--- config.mk ---
export PLATFORM = sky130hd
export DESIGN_NAME = display_arbiter_flat
export DESIGN_NICKNAME = d
export VERILOG_FILES = /design/src/rtl/display_arbiter_if.sv /design/src/rtl/display_arbiter.sv /design/src/flat_wrapper.sv
export SDC_FILE = /design/constraint.sdc
export NUM_CORES = 1
export LEC_CHECK = 0
export CAP_MARGIN = 20
export CORE_MARGIN = 5
export CORE_UTILIZATION = 52
export CTS_BUF_LIST = sky130_fd_sc_hd__clkbuf_4
export DETAILED_ROUTE_END_ITERATION = 10
export PLACE_DENSITY_LB_ADDON = 0.2
export SETUP_SLACK_MARGIN = 0.2
export SYNTH_ARGS = -nofsm -noshare
export SYNTH_HDL_FRONTEND = slang
export SYNTH_SLANG_ARGS = --single-unit
--- constraint.sdc ---
create_clock -name i_clk -period 2.5 [get_ports i_clk]
set_input_delay 0.375 -clock i_clk [delete_from_list [all_inputs] [get_ports i_clk]]
set_output_delay 0.375 -clock i_clk [all_outputs]
set_load 0.005 [all_outputs]
--- src/rtl/display_arbiter_if.sv ---
// ----------------------------------------------------------------------------
// display_arbiter_if
// Purpose : groups the requester-side and display-side signals of the shared
//           LED display arbiter into a single bundle.
// Signals : req[2:0]          per-requester level request
//           data0/1/2[7:0]    pattern offered by each requester
//           spin_display[7:0] pattern from the idle spinner
//           grant[2:0]        registered one-hot owner (0 when idle)
//           spin_enable       spinner enable, high while nobody owns
//           display[7:0]      shared LED pattern
// Modports: master -> drives requests/patterns, observes arbiter outputs
//           slave  -> the arbiter itself
// ----------------------------------------------------------------------------
interface display_arbiter_if;
    logic [2:0] req;
    logic [7:0] data0;
    logic [7:0] data1;
    logic [7:0] data2;
    logic [7:0] spin_display;
    logic [2:0] grant;
    logic       spin_enable;
    logic [7:0] display;

    modport master (
        output req, data0, data1, data2, spin_display,
        input  grant, spin_enable, display
    );

    modport slave (
        input  req, data0, data1, data2, spin_display,
        output grant, spin_enable, display
    );
endinterface

--- src/rtl/display_arbiter.sv ---
// ----------------------------------------------------------------------------
// display_arbiter
// Purpose : round-robin arbiter for a shared 8-bit LED display between three
//           requesters, with a minimum hold time before an active owner can be
//           preempted, and an idle spinner shown whenever nobody owns it.
// Ports   : i_clk    clock, all state on the rising edge
//           i_rst_n  asynchronous active-low reset
//           bus      display_arbiter_if.slave (requests, patterns, grant,
//                    spin_enable, display)
// Params  : HOLD_CYCLES  ownership cycles before preemption is allowed (>= 2)
// ----------------------------------------------------------------------------
module display_arbiter #(
    parameter int unsigned HOLD_CYCLES = 3_000_000
) (
    input  logic              i_clk,
    input  logic              i_rst_n,
    display_arbiter_if.slave  bus
);
    localparam int unsigned CW = (HOLD_CYCLES > 2) ? $clog2(HOLD_CYCLES) : 1;
    localparam logic [CW-1:0] CNT_MAX = CW'(HOLD_CYCLES - 1);

    typedef enum logic { S_IDLE, S_OWNED } state_t;

    state_t        r_state;
    logic [2:0]    r_grant;
    logic [1:0]    r_last;
    logic [CW-1:0] r_cnt;

    logic [2:0]    w_cand;
    logic [1:0]    w_win;
    logic          w_any_cand;
    logic          w_owner_req;

    // Candidates exclude the current owner. In IDLE r_grant is zero, so this
    // is the full request vector; when the owner has dropped its bit, masking
    // it changes nothing. One search serves every arbitration case.
    always_comb begin
        w_cand = bus.req & ~r_grant;
        w_win  = 2'd0;
        // Walk the order backwards so the nearest requester after r_last wins.
        for (int k = 3; k >= 1; k--) begin
            if (w_cand[(int'(r_last) + k) % 3])
                w_win = 2'((int'(r_last) + k) % 3);
        end
    end

    assign w_any_cand  = |w_cand;
    assign w_owner_req = |(bus.req & r_grant);

    always_ff @(posedge i_clk or negedge i_rst_n) begin
        if (!i_rst_n) begin
            r_state <= S_IDLE;
            r_grant <= 3'b000;
            r_last  <= 2'd2;    // requester 0 first after reset
            r_cnt   <= '0;
        end else begin
            case (r_state)
                S_IDLE: begin
                    if (w_any_cand) begin
                        r_state <= S_OWNED;
                        r_grant <= 3'b001 << w_win;
                        r_last  <= w_win;
                        r_cnt   <= '0;
                    end
                end
                S_OWNED: begin
                    if (!w_owner_req) begin
                        // Owner let go: hand over directly, or fall idle.
                        r_cnt <= '0;
                        if (w_any_cand) begin
                            r_grant <= 3'b001 << w_win;
                            r_last  <= w_win;
                        end else begin
                            r_state <= S_IDLE;
                            r_grant <= 3'b000;
                        end
                    end else if (r_cnt == CNT_MAX && w_any_cand) begin
                        r_grant <= 3'b001 << w_win;
                        r_last  <= w_win;
                        r_cnt   <= '0;
                    end else if (r_cnt != CNT_MAX) begin
                        r_cnt <= r_cnt + CW'(1);
                    end
                end
                default: begin
                    r_state <= S_IDLE;
                    r_grant <= 3'b000;
                    r_cnt   <= '0;
                end
            endcase
        end
    end

    assign bus.grant       = r_grant;
    assign bus.spin_enable = i_rst_n && (r_state == S_IDLE);

    // Pure pass-through mux so owner data changes reach the LEDs in-cycle.
    always_comb begin
        bus.display = 8'h00;
        if (i_rst_n) begin
            if (r_state == S_IDLE) begin
                bus.display = bus.spin_display;
            end else begin
                case (r_grant)
                    3'b001:  bus.display = bus.data0;
                    3'b010:  bus.display = bus.data1;
                    3'b100:  bus.display = bus.data2;
                    default: bus.display = 8'h00;
                endcase
            end
        end
    end
endmodule

--- src/flat_wrapper.sv ---
// flat-port wrapper written by rule: the top's interface ports become plain ports
module display_arbiter_flat 
#(
    parameter int unsigned HOLD_CYCLES = 3_000_000
)
  (i_clk, i_rst_n, bus_req, bus_data0, bus_data1, bus_data2, bus_spin_display, bus_grant, bus_spin_enable, bus_display);
  display_arbiter_if bus_i ();
  input  logic i_clk;
  input  logic i_rst_n;
  input wire logic [$bits(bus_i.req)-1:0] bus_req;
  input wire logic [$bits(bus_i.data0)-1:0] bus_data0;
  input wire logic [$bits(bus_i.data1)-1:0] bus_data1;
  input wire logic [$bits(bus_i.data2)-1:0] bus_data2;
  input wire logic [$bits(bus_i.spin_display)-1:0] bus_spin_display;
  output wire logic [$bits(bus_i.grant)-1:0] bus_grant;
  output wire logic [$bits(bus_i.spin_enable)-1:0] bus_spin_enable;
  output wire logic [$bits(bus_i.display)-1:0] bus_display;
  assign bus_i.req = bus_req;
  assign bus_i.data0 = bus_data0;
  assign bus_i.data1 = bus_data1;
  assign bus_i.data2 = bus_data2;
  assign bus_i.spin_display = bus_spin_display;
  assign bus_grant = bus_i.grant;
  assign bus_spin_enable = bus_i.spin_enable;
  assign bus_display = bus_i.display;
  display_arbiter #(.HOLD_CYCLES(HOLD_CYCLES)) u_core (.i_clk(i_clk), .i_rst_n(i_rst_n), .bus(bus_i));
endmodule
==> metrics, run 1 <==
PortBufs=48; post-route ant nets=0; Clock transition at path regs=approximately 0.15 ns; Post-synth EDFFs=0; die area=roughly 5500 sq um; Initial DRT Pass Iterations=4; final setup violation count=0; Mapped Nets=around 300; Vert. Die Dim=between 70 and 80 microns; status=finished, final reports clean; initial antenna violation count=0; WL final=roughly 5600 microns; commonest non-fill, non-tap cells in the layout=40 x clkdlybuf4s50_1, 28 x nor2_1, 25 x dfrtp_1; CP Launch Type=register; final cell count without fillers=around 360; Critical Path RT=between 2 and 2.5 ns; unrepaired setup endpoints after global routing=yes; Final Hold Fails=0; FP Rows=23; Ant. Diodes=0; CP Max Fanout=8; HP Class=in2async; CP Capture Type=primary output; first-pass GRT wire length=around 9400 microns; CP arrival=about 1.9 ns; vias in the first global route=~2200; Yosys reg bits=28; kind of critical path=reg2out; fin. max-slew vios=0; detailed placer's ending HPWL=between 4000 and 5000 microns; vias post-DR=around 2100; gpl congestion=between 0.8 and 0.9; P per Cell Area=~670 nW/um^2; Remaining DRCs=0; Synth Instances=257; share of async-settable or async-resettable flops after synthesis=100%; register area=slightly above 700 sq um; GRT Overall Usage=a little over a fifth; Sinks on Clock Net=28; Die Wd=roughly 74 microns; syn avg cell area=~8.4 sq um; H-Tree Depth=1; reg2reg start=u_core.r_last[1]$_DFFE_PN1P_; flop2flop setup slack=around 0.50 ns; I/O Pins=49; commonest non-fill, non-tap cell in the layout=clkdlybuf4s50_1; minimum clock period=2.24 ns; worst skew pair latency=0.33 ns; CTS buffer count=3; DRT iter0 DRCs=85; layout cells sized above 1=approximately 18%; VDD IR-drop max=about 0.00073 V; setup TNS=0 ns; TritonCTS clock tree=yes; register area share after synthesis=about 33%; largest net degree at the start of global routing=29; dpl cells=352; Clock Tree Buf Depth=2; # fillers=around 320; fin nets=around 360; clock root buffer=clkbuf_4; Post-CTS Hold Fix Bufs=0; P&R area growth vs syn=31.5%; number of max-cap violations=0; clock skew=~0.0035 ns; Period Utilization, post-route=89.4%; Synth Warn #=0; multi-input logic area=1370 sq um; Reg2Reg Capture Point=u_core.bus.grant[0]$_DFFE_PN0P_; Synth cell types=59; mapped cell area=between 2000 and 2500 sq um; Top FF cell, synth=dfrtp_1; maximum clock frequency=~450 MHz; Starting Density=between 50% and 60%; Slew HR=between 60% and 70%; worst slew pin tran=between 0.5 and 0.6 ns; total gr overflow=0; Worst R2R Path Depth=5; Leak=0.00111 uW; vias per cell=between 5 and 6; per-cell routed wire length=15.5 microns; core area=approximately 4000 sq um
## worst max path at each step
stage / from / slack [ns] / cells after the start / end
after floorplan: u_core.r_last[1]$_DFFE_PN1P_ / 0.60 / 6 / u_core.bus.grant[0]$_DFFE_PN0P_
after global placement: i_rst_n / 0.26 / 4 / bus_display[6]
after detailed placement: i_rst_n / 0.19 / 4 / bus_display[3]
after CTS: u_core.bus.grant[1]$_DFFE_PN0P_ / 0.27 / 7 / bus_display[6]
after global routing: u_core.bus.grant[0]$_DFFE_PN0P_ / 0.18 / 7 / bus_display[7]
final: u_core.bus.grant[1]$_DFFE_PN0P_ / 0.26 / 6 / bus_display[7]
## routing by layer
layer	wire length (microns)	part of all wire, %	GRT usage, %	up-vias
met1	2240	40	24.2	1005
li1	-	-	-	1045
met4	63	1.1	5.34	0
met3	413	7.3	6.22	7
met5	0	0	0	-
met2	2920	52	40.2	58
## what timing repair did
action	in CTS	in global routing
endpoints found under the setup margin	8	8
gates cloned	0	0
resized for setup	12	15
setup buffers	4	3
pin swaps	1	0
## worst max-delay path, stage by stage (launching register included)
cell	delay, ns
dfrtp_2	0.48
buf_4	0.15
nor3b_2	0.21
o211ai_1	0.10
buf_4	0.18
o21ai_0	0.15
dlygate4sd2_1	0.26
## sequential cells by signal, summed over array words and instances, names as in the netlist
register,cells
u_core.r_cnt,22
u_core.bus.grant,3
u_core.r_last,2
u_core.r_state,1
## power by group
group | internal [uW] | leakage [uW] | total (uW) | switching [uW]
combinational | 540 | 0.000724 | 1090 | 554
sequential | 514 | 0.000375 | 597 | 83.3
clock | 58.7 | 0.0000154 | 194 | 136
## Yosys cell counts (all sizes together), types with 2 or more instances
| cell | instances | area share (%) |
|---|---|---|
| inv | 8 | 1.4 |
| nand3b | 2 | 0.70 |
| and2 | 4 | 1.3 |
| or2 | 6 | 1.7 |
| and3 | 3 | 0.87 |
| a311oi | 4 | 1.6 |
| a31oi | 6 | 1.7 |
| nor4 | 6 | 3.3 |
| a211oi | 2 | 0.70 |
| nand4 | 4 | 1.5 |
| nand3 | 9 | 2.3 |
| clkbuf | 10 | 1.7 |
| nor2b | 9 | 2.6 |
| a221oi | 2 | 0.81 |
| mux2i | 3 | 1.4 |
| nor3b | 3 | 1.3 |
| o21ai | 12 | 2.8 |
| a22oi | 8 | 2.8 |
| nor2 | 28 | 4.9 |
| nand2 | 22 | 3.8 |
| a21oi | 12 | 2.8 |
| a21o | 2 | 0.70 |
| or3 | 2 | 0.81 |
| xnor2 | 13 | 5.3 |
| buf | 8 | 2.1 |
| nor4b | 3 | 2.2 |
| ha | 5 | 2.9 |
| dfrtp | 27 | 31 |
| nor3 | 18 | 4.4 |
## per-stage QoR
| stage | hold slack, ns | cell area [sq um] | util (%) | worst slack (ns) | total power (uW) |
|---|---|---|---|---|---|
| floorplan | 0.0794 | 2150 | - | 0.601 | 1220 |
| finish | 0.492 | 2830 | 70.8 | 0.265 | 1890 |
| global placement | 0.527 | 2730 | 68.1 | 0.258 | 1580 |
| global route | 0.535 | 2830 | 70.8 | 0.180 | 2050 |
| CTS | 0.490 | 2780 | 69.5 | 0.274 | 1820 |
| detailed placement | 0.529 | 2730 | 68.1 | 0.194 | 1590 |
## area by class of cell
cell class | instances | area share, %
Sequential cell | 28 | 24.9
Inverter | 8 | 1.06
Clock inverter | 1 | 0.133
Tap cell | 50 | 2.21
Clock buffer | 3 | 0.796
Timing Repair Buffer | 70 | 22.4
Multi-Input combinational cell | 203 | 48.5
## logic make-up after synthesis
kind of cell             synth area share (%)
AND/OR/NAND/NOR                          33.5
AO/OA/AOI/OAI                            18.5
flip-flops                               32.6
buffers and inverters                    5.23
XOR/XNOR                                 5.29
adder cells (fa/ha/maj)                  2.91
multiplexers                             1.92
(Power assumes the default switching activity.)
==> run 2, diff against run 1 <==
--- a/config.mk
+++ b/config.mk
@@ -11,6 +11,7 @@
 export CTS_BUF_LIST = sky130_fd_sc_hd__clkbuf_4
 export DETAILED_ROUTE_END_ITERATION = 10
 export PLACE_DENSITY_LB_ADDON = 0.2
+export RECOVER_POWER = 25
 export SETUP_SLACK_MARGIN = 0.2
 export SYNTH_ARGS = -nofsm -noshare
 export SYNTH_HDL_FRONTEND = slang
==> run 2 against run 1 <==
Against the previous run: the flow now finishes with violations (max-capacitance violations, max-slew violations); clock-buffer cell count did not move; die area unchanged; worst setup slack about the same; flip-flop and latch count is the same; routed wire length grew 0.28%; critical path depth stayed put; final area shrank 0.13%; worst hold slack improved by 0.068 ns; sequential share of layout area is essentially flat; fmax is essentially flat; largest cell class unchanged.
==> metrics, run 2 (synthesis results as in run 1) <==
status=complete, but fails checks; failing checks=max-capacitance violations, max-slew violations; Final Hold Fails=0 (unchanged); # fillers=321 (+0.63%); Seq pwr share=31.6% (about the same); GRT Overall Usage=21.6% (unchanged); die area=5520 sq um (unchanged); total gr overflow=0 (unchanged); vias post-DR=2101 (-0.66%); worst slew pin tran=1.59 ns (+1.04 ns); dpl cells=352 (unchanged); PortBufs=48 (unchanged); I/O Pins=49 (unchanged); CTS buffer count=3 (unchanged); first-pass GRT wire length=9440 microns (unchanged); setup ws final=0.265 ns (+0.000208 ns); hold path depth=1; Leak=0.00111 uW (-0.32%); Post-CTS Hold Fix Bufs=0 (unchanged); Switch Pwr=779 uW (+0.72%); setup TNS=0 ns (unchanged); Ant. Diodes=0 (unchanged); busiest grt layer=met2; Initial DRT Pass Iterations=4 (unchanged); flop2flop setup slack=0.49 ns (about the same); internal power=1110 uW (about the same); Placement Setup Slack=0.194 ns (unchanged); Max stage delay on crit path=0.48 ns (about the same); unrepaired setup endpoints after global routing=yes; DRT iter0 DRCs=100 (+18%); number of max-cap violations=1 (+1); CP arrival=1.86 ns (about the same); VDD IR-drop max=0.000728 V (-0.15%); fin nets=356 (unchanged); Sw Ratio=41.2% (+0.19 points); P&R area growth vs syn=31.3%; TritonCTS clock tree=yes; Final Hold Slack=0.560 ns (+0.0683 ns); max reg flops=22 (unchanged); clock skew=0.00480 ns (+0.00126 ns); clock root buffer=clkbuf_4; fin. max-slew vios=29 (+29); Sinks on Clock Net=28 (unchanged); commonest non-fill, non-tap cell in the layout=clkdlybuf4s50_1; Clock transition at path regs=0.15 ns (about the same); worst skew pair latency=0.33 ns (about the same); per-cell routed wire length=15.6 microns (+0.28%); Vert. Die Dim=74.3 microns (unchanged); commonest non-fill, non-tap cells in the layout=40 x clkdlybuf4s50_1, 28 x nor2_1, 25 x dfrtp_1; kind of critical path=reg2out; layout cells sized above 1=17.3% (-0.32 points); Period Utilization, post-route=89.4% (about the same); final setup violation count=0 (unchanged); post-route ant nets=0 (unchanged); Clock Tree Buf Depth=2 (unchanged); Slew HR=-5.84% (-70 points); Die Wd=74.3 microns (unchanged); largest net degree at the start of global routing=29 (unchanged); CP Cell Sequence=buf_4 > nor3b_2 > o211ai_1 > buf_4 > o21ai_0 > dlygate4sd2_1; detailed placer's ending HPWL=4150 microns (unchanged); reg2reg start=u_core.r_cnt[17]$_DFFE_PN0P_; gpl congestion=0.801 (unchanged); FP Rows=23 (unchanged); hold wc startpoint=u_core.r_last[1]$_DFFE_PN1P_; Critical Path RT=2.12 ns (about the same); CP Launch Type=register; WL final=5660 microns (+0.28%); met2 usage=40.2% (unchanged); CP Max Fanout=8 (unchanged); vias per cell=5.79 (-0.66%); Hold Path Sink=u_core.r_last[1]$_DFFE_PN1P_; Slowest-stage cell, CP=dfrtp_2; minimum clock period=2.24 ns (-0.000208 ns); CP Capture Type=primary output; final cell count without fillers=363 (unchanged); P per Cell Area=669 nW/um^2 (+0.39%); core area=4000 sq um (unchanged); power share of the combinational group=58.0% (about the same); HP Class=reg2reg; GR met1 Demand/Resource=24.2% (unchanged); Remaining DRCs=0 (unchanged); Worst R2R Path Depth=6 (+1); vias in the first global route=2160 (unchanged); Clock power frac=10.4% (about the same); initial antenna violation count=0 (unchanged); maximum clock frequency=447 MHz (about the same); critical path's most frequent cell=buf_4; grt met3 use=6.22% (unchanged); Starting Density=53.8% (unchanged); Top reg by flops=u_core.r_cnt; H-Tree Depth=1 (unchanged); Reg2Reg Capture Point=u_core.r_cnt[13]$_DFFE_PN0P_
run 2: repair_timing:
action | CTS | global route
setup buffers | 4 | 3
gates resized for setup | 12 | 15
endpoints found under the setup margin | 8 | 8
pin swaps | 1 | 0
run 2: how the worst max path moves through the flow:
stage                                               start                               to  slack (ns)
after floorplan              u_core.r_last[1]$_DFFE_PN1P_  u_core.bus.grant[0]$_DFFE_PN0P_        0.60
after global placement                            i_rst_n                   bus_display[6]        0.26
after detailed placement                          i_rst_n                   bus_display[3]        0.19
after CTS                 u_core.bus.grant[1]$_DFFE_PN0P_                   bus_display[6]        0.27
after global routing                              i_rst_n  u_core.bus.grant[0]$_DFFE_PN0P_        0.16
final                     u_core.bus.grant[1]$_DFFE_PN0P_                   bus_display[7]        0.26
run 2: routing by layer:
metal | wire length (microns) | share of wire [%]
met5 | 0 | 0
met4 | 63 | 1.1
met3 | 401 | 7.1
met2 | 2910 | 51
met1 | 2280 | 40
run 2: cell type report:
type	instances	area, sq um	share of cell area, %
clock buffer	3	22.5	0.797
clock inverter	1	3.75	0.133
inverter	8	30.0	1.06
multi-input combinational	203	1370	48.6
sequential	28	704	24.9
tap	50	62.6	2.21
timing repair buffer	70	631	22.3
run 2: critical path: cells and delay by family, from the launching register on:
kind,cells,cell delay (ns)
AO/OA/AOI/OAI,2,0.25
buffers and inverters,3,0.59
flip-flops,1,0.48
AND/OR/NAND/NOR,1,0.21
run 2: power by group through the flow:
stage	Clock, uW	Sequential, uW	Combinational [uW]
3_3_place_gp	0	600	978
3_5_place_dp	0	602	991
2_1_floorplan	0	566	650
6_report	197	597	1100
5_1_grt	223	607	1220
4_1_cts	202	590	1030
run 2: metrics by stage:
step                power (uW)  utilization [%]  cell area, sq um
floorplan                 1220                -              2150
global placement          1580             68.1              2730
detailed placement        1590             68.1              2730
CTS                       1820             69.5              2780
global route              2050             70.7              2830
finish                    1890             70.7              2830
